<file path="config.mk">
export PLATFORM = sky130hd
export DESIGN_NAME = score_digit_renderer
export DESIGN_NICKNAME = d
export VERILOG_FILES = /design/src/rtl/score_pkg.sv /design/src/rtl/score_digit_renderer_bin2bcd.sv /design/src/rtl/score_digit_renderer.sv
export SDC_FILE = /design/constraint.sdc
export NUM_CORES = 1
export LEC_CHECK = 0
export BUFFER_PORTS_ARGS = -buffer_cell sky130_fd_sc_hd__buf_2
export CAP_MARGIN = 10
export CORE_MARGIN = 2
export CORE_UTILIZATION = 60
export CTS_CLUSTER_DIAMETER = 40
export DETAILED_ROUTE_END_ITERATION = 7
export PLACE_DENSITY = 0.85
export SLEW_MARGIN = 20
export SYNTH_ARGS = -nofsm -noshare
export SYNTH_HDL_FRONTEND = slang
export SYNTH_SLANG_ARGS = --single-unit
export TNS_END_PERCENT = 50
</file>
<file path="constraint.sdc">
create_clock -name Clk -period 4.9 [get_ports Clk]
set_input_delay 0.735 -clock Clk [delete_from_list [all_inputs] [get_ports Clk]]
set_output_delay 0.735 -clock Clk [all_outputs]
set_load 0.02 [all_outputs]
</file>
<file path="src/rtl/score_pkg.sv">
// Shared constants, types and helpers for the score digit renderer.
package score_pkg;

   localparam int SCORE_W   = 10;
   localparam int BCD_W     = 4;
   localparam int BCD_N     = 3;
   localparam int MAX_SCORE = 999;

   localparam int SPR_W    = 16;
   localparam int SPR_H    = 16;
   localparam int N_DIGITS = 3;
   localparam int BOX_X    = 560;
   localparam int BOX_Y    = 16;

   localparam logic [3:0] BG_INDEX_DEF = 4'h0;

   typedef enum logic [1:0] {
      IDLE,
      SHIFT,
      DONE
   } conv_state_t;

   function automatic logic [SCORE_W-1:0] sat_score(
      input logic [SCORE_W-1:0] s
   );
      return (s > SCORE_W'(MAX_SCORE)) ? SCORE_W'(MAX_SCORE) : s;
   endfunction

   // Double-dabble correction: every nibble >= 5 gets +3 before the shift.
   function automatic logic [BCD_N*BCD_W-1:0] dabble_adj(
      input logic [BCD_N*BCD_W-1:0] b
   );
      logic [BCD_N*BCD_W-1:0] r;
      r = b;
      for (int i = 0; i < BCD_N; i++) begin
         if (b[i*BCD_W +: BCD_W] >= 4'd5)
            r[i*BCD_W +: BCD_W] = b[i*BCD_W +: BCD_W] + 4'd3;
      end
      return r;
   endfunction

endpackage

</file>
<file path="src/rtl/score_digit_renderer_bin2bcd.sv">
// Sequential binary-to-BCD converter with a one-deep pending load.
module bin2bcd_seq
   import score_pkg::*;
(
   input  logic                         Clk,
   input  logic                         Reset_n,
   input  logic [SCORE_W-1:0]           score_i,
   input  logic                         load_i,
   output logic [BCD_N-1:0][BCD_W-1:0]  digits_o,
   output logic                         busy_o
);

   localparam int BCD_F = BCD_N * BCD_W;
   localparam int SR_W  = BCD_F + SCORE_W;

   conv_state_t                  state_q, state_d;
   logic [SR_W-1:0]              sr_q, sr_d;
   logic [SR_W-1:0]              sr_adj;
   logic [3:0]                   cnt_q, cnt_d;
   logic                         pend_q, pend_d;
   logic [SCORE_W-1:0]           pval_q, pval_d;
   logic [BCD_N-1:0][BCD_W-1:0]  disp_q, disp_d;

   always_ff @(posedge Clk) begin
      if (!Reset_n) begin
         state_q <= IDLE;
         sr_q    <= '0;
         cnt_q   <= '0;
         pend_q  <= 1'b0;
         pval_q  <= '0;
         disp_q  <= '0;
      end else begin
         state_q <= state_d;
         sr_q    <= sr_d;
         cnt_q   <= cnt_d;
         pend_q  <= pend_d;
         pval_q  <= pval_d;
         disp_q  <= disp_d;
      end
   end

   assign sr_adj = {dabble_adj(sr_q[SR_W-1 -: BCD_F]), sr_q[SCORE_W-1:0]};

   always_comb begin
      state_d = state_q;
      sr_d    = sr_q;
      cnt_d   = cnt_q;
      pend_d  = pend_q;
      pval_d  = pval_q;
      disp_d  = disp_q;
      unique case (state_q)
         IDLE: begin
            if (load_i) begin
               sr_d    = {{BCD_F{1'b0}}, sat_score(score_i)};
               cnt_d   = '0;
               state_d = SHIFT;
            end
         end
         SHIFT: begin
            sr_d  = {sr_adj[SR_W-2:0], 1'b0};
            cnt_d = cnt_q + 4'd1;
            if (cnt_q == 4'(SCORE_W-1))
               state_d = DONE;
            if (load_i) begin
               pend_d = 1'b1;
               pval_d = sat_score(score_i);
            end
         end
         DONE: begin
            disp_d = sr_q[SR_W-1 -: BCD_F];
            // A load arriving in DONE is newest, so it beats the pending value.
            if (pend_q || load_i) begin
               sr_d    = {{BCD_F{1'b0}},
                          load_i ? sat_score(score_i) : pval_q};
               cnt_d   = '0;
               pend_d  = 1'b0;
               state_d = SHIFT;
            end else begin
               state_d = IDLE;
            end
         end
         default: state_d = IDLE;
      endcase
   end

   always_comb begin
      busy_o   = (state_q != IDLE);
      digits_o = disp_q;
   end

endmodule

</file>
<file path="src/rtl/score_digit_renderer.sv">
// Score box raster stage: digit sprite addressing, zero blanking and hit flag.
module score_digit_renderer
   import score_pkg::*;
#(
   parameter int unsigned DIGIT_W    = SPR_W,
   parameter int unsigned DIGIT_H    = SPR_H,
   parameter int unsigned NUM_DIGITS = N_DIGITS,
   parameter int unsigned ORIGIN_X   = BOX_X,
   parameter int unsigned ORIGIN_Y   = BOX_Y,
   parameter logic [3:0]  BG_INDEX   = BG_INDEX_DEF
) (
   input  logic                Clk,
   input  logic                Reset_n,
   input  logic [SCORE_W-1:0]  score,
   input  logic                score_load,
   input  logic [9:0]          DrawX,
   input  logic [9:0]          DrawY,
   output logic [11:0]         rom_addr,
   input  logic [3:0]          rom_q,
   output logic [3:0]          palette_index,
   output logic                score_hit,
   output logic                busy
);

   localparam int CW = $clog2(DIGIT_W);
   localparam int RW = $clog2(DIGIT_H);

   localparam logic [9:0] X0 = 10'(ORIGIN_X);
   localparam logic [9:0] X1 = 10'(ORIGIN_X + NUM_DIGITS * DIGIT_W);
   localparam logic [9:0] Y0 = 10'(ORIGIN_Y);
   localparam logic [9:0] Y1 = 10'(ORIGIN_Y + DIGIT_H);

   logic [BCD_N-1:0][BCD_W-1:0]  digits;
   logic [9:0]                   dx;
   logic [RW-1:0]                row;
   logic [9:0]                   slot;
   logic                         in_box;
   logic [BCD_W-1:0]             dig;
   logic                         vis;
   logic [11:0]                  rom_addr_d, rom_addr_q;
   logic                         hit1_d, hit1_q, hit2_q;

   bin2bcd_seq u_conv (
      .Clk      (Clk),
      .Reset_n  (Reset_n),
      .score_i  (score),
      .load_i   (score_load),
      .digits_o (digits),
      .busy_o   (busy)
   );

   assign dx   = DrawX - X0;
   assign row  = RW'(DrawY - Y0);
   assign slot = dx >> CW;

   // Lower bounds compared on raw coordinates so left-of-box never wraps.
   assign in_box = (DrawX >= X0) && (DrawX < X1)
                && (DrawY >= Y0) && (DrawY < Y1);

   always_comb begin
      dig = digits[0];
      vis = 1'b1;
      unique case (1'b1)
         (slot == 10'd0): begin
            dig = digits[2];
            vis = (digits[2] != '0);
         end
         (slot == 10'd1): begin
            dig = digits[1];
            vis = (digits[2] != '0) || (digits[1] != '0);
         end
         default: ;
      endcase
   end

   assign rom_addr_d = 12'({dig, row, dx[CW-1:0]});
   assign hit1_d     = in_box && vis;

   always_ff @(posedge Clk) begin
      if (!Reset_n) begin
         rom_addr_q <= '0;
         hit1_q     <= 1'b0;
         hit2_q     <= 1'b0;
      end else begin
         if (in_box)
            rom_addr_q <= rom_addr_d;
         hit1_q <= hit1_d;
         hit2_q <= hit1_q;
      end
   end

   assign rom_addr      = rom_addr_q;
   assign score_hit     = hit2_q;
   assign palette_index = hit2_q ? rom_q : BG_INDEX;

endmodule

</file>
==> results.md, run 1 <==
| Step | Quantity | Value |
|---|---|---|
| run status | Status | complete, no violations |
| die | I/O pin count | 55 |
| layout | Fillers | 427 |
| global route | Maximum number of pins on one net before global-route repair | 44 |
| worst setup path | Stages on worst setup path | 5 |
| die | Placeable core region | 0.00514 mm² |
| die | Die Outline Area | 0.00595 mm² |
| clock network | Worst-path clk slew | 0.07 ns |
| die | Starting Density | 62.4% |
| routing | Total number of vias | 2873 |
| synthesis | Register area share after synthesis | 40.6% |
| timing | Time the worst path needs with I/O delays and setup | 2.40 ns |
| clock network | Resized cells post-CTS | 0 |
| synthesis | Mapped Area | 0.00321 mm² |
| clock network | Hold buffer count at cts | 0 |
| synthesis | Cell types occupying the most area after synthesis | dfxtp_1 41%, mux2i_1 7.8%, a21oi_1 5.1% |
| timing | Final setup violation count | 0 |
| clock network | Clock insertion delay at the later pin of the skew report | 0.35 ns |
| worst setup path | Buf/Inv on CP | 1 |
| worst setup path | CP max stage delay | 0.88 ns |
| timing | Final period util | 48.9% |
| timing | Sum Neg Setup Slack | 0 ns |
| global route | Total global routing track utilization | 25.2% |
| worst setup path | Worst Setup Start Kind | input port |
| synthesis | Fraction of synthesized area in multiplexers | 7.80% |
| layout | Sequential cell area in the final layout | 0.00130 mm² |
| routing | Number of optimization iterations in the first detailed-route pass | 5 |
| hold path | Worst hold stages | 1 |
| clock network | Buffer depth of the longest clock path | 2 |
| synthesis | Post-synth net total | 418 |
| die | Horiz. Die Dim | 77.1 µm |
| placed design | Post-detailed-placement half-perimeter wirelength | 5050 µm |
| timing | Setup repair after global routing missed its margin | no |
| synthesis | Dominant combinational cell family by area after synthesis | compound AO/OA/AOI/OAI gates |
| synthesis | Syn Inst Count | 369 |
| synthesis | Compound-gate portion of the synthesized area | 22.7% |
| pwr | Worst VDD drop | 0.273 mV |
| synthesis | Share of synthesized flip-flops with an asynchronous set or reset | 0% |
| worst setup path | Reg2Reg Setup Slack | 2.54 ns |
| layout | Final Net Count | 462 |
| synthesis | Adder-Cell Fraction of Synth Area | 4.68% |
| synthesis | Most common cell in the synthesized netlist | dfxtp_1 |
| synthesis | Xor and xnor fraction of the mapped netlist area | 0.819% |
| worst setup path | Critical-path cell with the highest stage delay | nor4_4 |
| clock network | Total CTS buffers | 9 |
| hold path | Hold Path Class | register to register |
| pwr | Static leakage power | 0.00144 µW |
| synthesis | Post-synth EDFFs | 0 |
| layout | Fraction of layout instances using a drive strength above 1 | 19.4% |
| worst setup path | Arrival time at the worst endpoint | 2.62 ns |
| global route | Initial antenna violation count | 0 |
| timing | Measured slew at the worst slew-check pin | 1.00 ns |
| synthesis | FF+latch count, synth | 65 |
| timing | Hold Vio Cnt, Final | 0 |
| worst setup path | Type of element capturing the critical path | register |
| clock network | CTS tree | done |
| worst setup path | Crit path max-delay family | simple AND/OR/NAND/NOR gates |
| routing | Drt initial violations | 228 |
| synthesis | List of most frequent post-synthesis cells | 65 x dfxtp_1, 33 x a21oi_1, 33 x nand2_1 |
| routing | Detailed-route wire length per cell | 14.7 µm |
| die | Y dimension of the die | 77.1 µm |
| global route | GRT Residual Overflow | 0 |
| timing | Max-slew violation total from the final report | 0 |
| synthesis | Average instance area after synthesis | 8.69 µm² |
| layout | Util after Layout | 71.4% |
| synthesis | Post-synth cell types | 50 |
| die | Placement Rows | 26 |
| layout | Area of combinational cells with multiple inputs | 0.00175 mm² |
| placed design | Placer's final routability congestion estimate | 0.782 |
| worst setup path | Data required time at the worst endpoint | 5.12 ns |
| clock network | Root buffer cell | clkbuf_8 |
| synthesis | Cell taking the most area after synthesis | dfxtp_1 |
| clock network | Number of buffers inserted to repair setup after CTS | 0 |
| synthesis | Synth Warn # | 0 |
| pwr | Pwr/cell area | 305 mW/mm² |
| clock network | H-tree depth | 3 |
| routing | Average via count per standard cell | 5.89 |
| synthesis | Top flip-flop cell by instance count after synthesis | dfxtp_1 |
| timing | Worst relative slew slack | 32.6% |
| routing | Post-DRT Antenna Nets | 0 |
| worst setup path | R2r worst-path depth | 7 |
| clock network | Clock sinks | 65 |
| worst setup path | Ordered cell list for the critical path | buf_2, or4b_4, nor4_4, mux2i_1, nor2_1 |
| placed design | Count of port buffers added during placement | 54 |
| routing | Total routed wirelength | 7200 µm |
| layout | # diodes | 0 |
| worst setup path | Worst Path Max Fanout | 17 |
| timing | Worst-case clock skew | 0.00968 ns |
| synthesis | Simple-gate share of the synthesized area | 18.3% |
| routing | DRC violation count after routing | 0 |
| layout | Area growth syn-to-layout | 14.4% |
| global route | Via count of the first global-routing pass | 2714 |
| global route | First-pass GRT wire length | 12100 µm |
| run | Number of max-cap violations | 0 |
| timing | Fmax | 417 MHz |
| worst setup path | Worst setup path class | input port to register |
| synthesis | Share of Yosys cell area claimed by the top area cell type | 40.6% |
==> state kept, by name, summed over array words and instances, names as in the netlist <==
signal	flops
u_conv.sr_q	22
hit1_q	1
u_conv.state_q	2
score_hit	1
u_conv.cnt_q	4
u_conv.pval_q	10
u_conv.pend_q	1
rom_addr	12
u_conv.digits_o	12
==> per-layer routing <==
metal	GRT usage [%]	wire [µm]
met1	31.6	3130
met3	5.88	393
met5	0	0
met2	41.6	3600
met4	10.5	72
==> where the power goes <==
part	internal, µW	total, µW	switching [µW]
Combinational	60.3	157	97.1
Sequential	550	564	13.9
Clock	195	398	203
Total	806	1120	314
==> final cells by class <==
type / count / share of cell area [%]
clock buffer: 11 / 3.85
clock inverter: 5 / 0.853
inverter: 17 / 1.74
timing repair buffer: 57 / 7.98
multi-input combinational: 263 / 47.7
tap: 70 / 2.39
sequential: 65 / 35.5
==> stage by stage <==
step	instances	worst slack, ns	total power [µW]	hold slack, ns	area, µm²
final	488	2.50	1120	0.435	3670
after global routing	488	2.26	1170	0.449	3670
after CTS	488	2.51	1120	0.436	3670
after detailed placement	472	2.14	730	0.419	3500
after global placement	472	2.22	725	0.418	3490
after floorplan	369	2.52	684	0.412	3210
==> worst reg2reg max path, stage by stage (launching register included) <==
cell and delay, ns:
dfxtp_1 0.38, inv_1 0.08, ha_1 0.19, buf_4 0.24, nor2b_1 0.20, o21a_1 0.31
nor4_2 0.69, a32o_1 0.22
==> final timing paths <==
check	startpoint	to
worst max-delay path	DrawY[6]	rom_addr[3]$_SDFFE_PN0P_
worst min-delay path	hit1_q$_SDFF_PN0_	score_hit$_SDFF_PN0_
worst max register to register	u_conv.state_q[0]$_SDFFE_PN0P_	u_conv.sr_q[11]$_SDFFE_PN0P_
worst min register to register	hit1_q$_SDFF_PN0_	score_hit$_SDFF_PN0_
==> kinds of logic after synthesis <==
family,count (synthesis)
XOR/XNOR,3
adder cells (fa/ha/maj),12
multiplexers,25
AO/OA/AOI/OAI,106
AND/OR/NAND/NOR,117
flip-flops,65
buffers and inverters,41
==> layout by cell type, fill, tap and decap left out, types with 4 or more instances in the layout <==
master | netlist | final
clkbuf_8 | 0 | 10
nand3b_1 | 5 | 5
a22o_1 | 5 | 5
ha_1 | 12 | 12
nand3_1 | 6 | 6
nor2_1 | 32 | 32
mux2i_1 | 25 | 25
inv_1 | 16 | 16
buf_2 | 1 | 54
o211ai_1 | 4 | 4
nor2b_1 | 4 | 4
nand2_1 | 33 | 33
a32o_1 | 10 | 10
dfxtp_1 | 65 | 65
o21ai_0 | 19 | 19
nor3_1 | 11 | 11
a21oi_1 | 33 | 33
nand2b_1 | 6 | 6
and2_1 | 7 | 7
a211oi_1 | 7 | 7
No activity file was read; power rests on OpenSTA's default activity.
==> run 2: changes to the inputs <==
ABC_AREA = 1   (was unset)
CORE_UTILIZATION = 56   (was 60)
PLACE_DENSITY = 0.79   (was 0.85)
clock period = 2.5 ns   (was 4.9 ns; I/O delays follow)
==> results.md, run 2 <==
| Step | Quantity | Value | Change |
|---|---|---|---|
| hold path | Hold Path Class | input port to register |  |
| layout | Leading cell type in the layout, fill and taps excluded | dfxtp_1 |  |
| hold path | Startpoint of the worst hold path | DrawX[0] |  |
| clock network | Clock insertion delay at the later pin of the skew report | 0.34 ns | about the same |
| timing | Final setup violation count | 0 | unchanged |
| timing | Fmax | 578 MHz |  |
| clock network | CTS tree | done |  |
| timing | Tightest hold margin | 0.272 ns | -0.163 ns |
| clock network | Worst-path clk slew | 0.08 ns | about the same |
| routing | Number of optimization iterations in the first detailed-route pass | 4 | -1 |
| timing | Sum Neg Setup Slack | 0 ns | unchanged |
| synthesis | Average instance area after synthesis | 7.18 µm² | -17% |
| clock network | Number of buffers inserted to repair setup after CTS | 0 | unchanged |
| worst setup path | Worst setup path class | register to register |  |
| routing | Drt initial violations | 137 | -40% |
| synthesis | Cell types occupying the most area after synthesis | dfxtp_1 38%, a21oi_1 9.0%, o21ai_0 8.1% |  |
| synthesis | Top flip-flop cell by instance count after synthesis | dfxtp_1 |  |
| routing | DRC violation count after routing | 0 | unchanged |
| worst setup path | Reg2Reg Setup Slack | 0.77 ns | -1.77 ns |
| die | Starting Density | 57.4% | -5.0 points |
| clock network | Root buffer cell | clkbuf_8 |  |
| layout | Max FFs per register | 22 | unchanged |
| die | Placement Rows | 28 | +7.7% |
| synthesis | Most common cell in the synthesized netlist | dfxtp_1 |  |
| placed design | Post-detailed-placement half-perimeter wirelength | 5240 µm | +3.7% |
| synthesis | Post-synth net total | 520 | +24% |
| layout | # diodes | 0 | unchanged |
| worst setup path | Data required time at the worst endpoint | 2.77 ns | -2.35 ns |
| timing | Measured slew at the worst slew-check pin | 0.743 ns | -0.261 ns |
| synthesis | Register area share after synthesis | 38.5% | -2.1 points |
| pwr | Total chip power | 3340 µW | +200% |
| die | Y dimension of the die | 81.7 µm | +5.9% |
| synthesis | List of most frequent post-synthesis cells | 65 x dfxtp_1, 63 x nand2_1, 61 x a21oi_1 |  |
| placed design | Placer's final routability congestion estimate | 0.914 | +17% |
| global route | First-pass GRT wire length | 11800 µm | -2.9% |
| synthesis | Post-synth cell types | 39 | -22% |
| worst setup path | Most numerous cell on the critical path | inv_1 |  |
| pwr | Pwr/cell area | 867 mW/mm² | +180% |
| synthesis | FF+latch count, synth | 65 | unchanged |
| worst setup path | Worst Setup Start Kind | register |  |
| die | I/O pin count | 55 | unchanged |
| global route | GR Util met1 | 28.1% | -3.6 points |
| worst setup path | R2r worst-path depth | 6 | -1 |
| global route | Maximum number of pins on one net before global-route repair | 42 | -4.5% |
| global route | Global Route met3 Usage | 6.04% | +0.16 points |
| timing | Time the worst path needs with I/O delays and setup | 1.73 ns |  |
| synthesis | Synth Warn # | 0 | unchanged |
| global route | Met2 Use GR | 38.0% | -3.6 points |
| global route | Initial antenna violation count | 0 | unchanged |
| worst setup path | Launch point of the worst reg-to-reg path | u_conv.state_q[1]$_SDFFE_PN0P_ |  |
| pwr | Worst VDD drop | 0.796 mV | +190% |
| worst setup path | Worst r2r dst | u_conv.cnt_q[1]$_SDFFE_PN0P_ |  |
| hold path | Worst hold stages | 3 | +2 |
| synthesis | Share of Yosys cell area claimed by the top area cell type | 38.5% | -2.1 points |
| timing | Setup repair after global routing missed its margin | no |  |
| synthesis | Cell taking the most area after synthesis | dfxtp_1 |  |
| timing | Max-slew violation total from the final report | 0 | unchanged |
| layout | Count of placed standard cells in the final layout, fillers left out | 602 | +23% |
| synthesis | Share of synthesized flip-flops with an asynchronous set or reset | 0% | unchanged |
| placed design | Count of port buffers added during placement | 54 | unchanged |
| routing | Post-DRT Antenna Nets | 0 | unchanged |
| timing | Worst relative slew slack | 50.4% | +18 points |
| timing | Worst-case clock skew | 0.0148 ns | +0.00511 ns |
| run status | Status | complete, no violations |  |
| layout | Largest register by flop count | u_conv.sr_q |  |
| die | Die Outline Area | 0.00667 mm² | +12% |
| clock network | Hold buffer count at cts | 0 | unchanged |
| layout | Area growth syn-to-layout | 14.0% |  |
| global route | Via count of the first global-routing pass | 2763 | +1.8% |
| timing | Hold Vio Cnt, Final | 0 | unchanged |
| synthesis | Syn Inst Count | 471 | +28% |
| layout | Fillers | 549 | +29% |
| worst setup path | Ordered cell list for the critical path | inv_1, ha_1, inv_1, nor2_1, o21ai_0, a21oi_1 |  |
| clock network | Resized cells post-CTS | 0 | unchanged |
| die | Horiz. Die Dim | 81.7 µm | +5.9% |
| hold path | Endpoint with the worst hold slack | rom_addr[0]$_SDFFE_PN0P_ |  |
| routing | Detailed-route wire length per cell | 12.2 µm | -17% |
| routing | Total routed wirelength | 7340 µm | +2.0% |
| layout | Fraction of layout instances using a drive strength above 1 | 19.9% | +0.55 points |
| layout | Util after Layout | 65.5% | -5.9 points |
| clock network | Clock sinks | 65 | unchanged |
| die | Placeable core region | 0.00589 mm² | +15% |
| worst setup path | Critical-path cell with the highest stage delay | ha_1 |  |
| clock network | H-tree depth | 3 | unchanged |
| layout | Area of combinational cells with multiple inputs | 0.00177 mm² | +0.93% |
| worst setup path | CP max stage delay | 0.47 ns | -0.41 ns |
| layout | Commonest non-fill, non-tap cells in the layout | 65 x dfxtp_1, 63 x nand2_1, 61 x a21oi_1 |  |
| synthesis | Post-synth EDFFs | 0 | unchanged |
| synthesis | Mapped Area | 0.00338 mm² | +5.4% |
| routing | Total number of vias | 3175 | +11% |
| global route | GRT Residual Overflow | 0 | unchanged |
| run | Number of max-cap violations | 0 | unchanged |
| clock network | Buffer depth of the longest clock path | 2 | unchanged |
| worst setup path | Type of element capturing the critical path | register |  |
| routing | Average via count per standard cell | 5.27 | -10% |
| layout | Sequential cell area in the final layout | 0.00130 mm² | unchanged |
| worst setup path | Worst Path Max Fanout | 14 | -3 |
| global route | Most used routing layer | met2 |  |
| timing | Final period util | 69.1% |  |
| worst setup path | Arrival time at the worst endpoint | 2.00 ns | -0.62 ns |
| global route | Total global routing track utilization | 22.8% | -2.5 points |
| layout | Final Net Count | 571 | +24% |
| placed design | Placed instance count | 586 | +24% |
| clock network | Total CTS buffers | 9 | unchanged |
| pwr | Static leakage power | 0.00179 µW | +25% |
[run 2: cell families (layout without fill, tap and decap cells)]
| family | count (synthesis) | after routing | synth area share, % |
|---|---|---|---|
| buffers and inverters | 76 | 132 | 9.25 |
| AND/OR/NAND/NOR | 179 | 179 | 25.4 |
| XOR/XNOR | 4 | 4 | 1.04 |
| AO/OA/AOI/OAI | 135 | 135 | 21.4 |
| flip-flops | 65 | 65 | 38.5 |
| adder cells (fa/ha/maj) | 12 | 12 | 4.44 |
[run 2: how the worst max path moves through the flow]
stage / start / end / cells past startpoint
after floorplan: u_conv.state_q[1]$_SDFFE_PN0P_ / u_conv.sr_q[5]$_SDFFE_PN0P_ / 6
after global placement: score_load / u_conv.sr_q[2]$_SDFFE_PN0P_ / 8
after detailed placement: score_load / u_conv.sr_q[1]$_SDFFE_PN0P_ / 8
after CTS: u_conv.state_q[0]$_SDFFE_PN0P_ / u_conv.sr_q[2]$_SDFFE_PN0P_ / 8
after global routing: u_conv.state_q[0]$_SDFFE_PN0P_ / u_conv.sr_q[2]$_SDFFE_PN0P_ / 8
final: u_conv.state_q[1]$_SDFFE_PN0P_ / u_conv.cnt_q[1]$_SDFFE_PN0P_ / 6
[run 2: stage by stage]
step	area (µm²)	setup WS (ns)
after floorplan	3380	1.06
after global placement	3680	0.705
after detailed placement	3680	0.680
after CTS	3850	0.791
after global routing	3850	0.582
final	3850	0.771
[run 2: final cells by class]
type,count,share of cell area (%)
Clock buffer,9,3.21
Clock inverter,7,1.43
Inverter,59,5.74
Multi-Input combinational cell,330,45.8
Sequential cell,65,33.8
Tap cell,75,2.43
Timing Repair Buffer,57,7.59
[run 2: power by group]
group / leakage, µW / switching [µW] / internal (µW)
logic: 0.00118 / 734 / 395
registers: 0.000530 / 136 / 1270
clock network: 0.0000858 / 438 / 365
[run 2: critical path: cells and delay by family (launching register included)]
| kind | cells | cell delay, ns |
|---|---|---|
| buffers and inverters | 2 | 0.41 |
| AOI/OAI and AO/OA | 2 | 0.28 |
| adders and majority gates | 1 | 0.47 |
| DFF | 1 | 0.34 |
| and+or+nand+nor | 1 | 0.15 |
[run 2: layer usage]
layer | share of wire [%] | wire, µm
met1 | 45 | 3290
met2 | 47 | 3410
met3 | 7.1 | 520
met4 | 1.6 | 114
met5 | 0 | 0
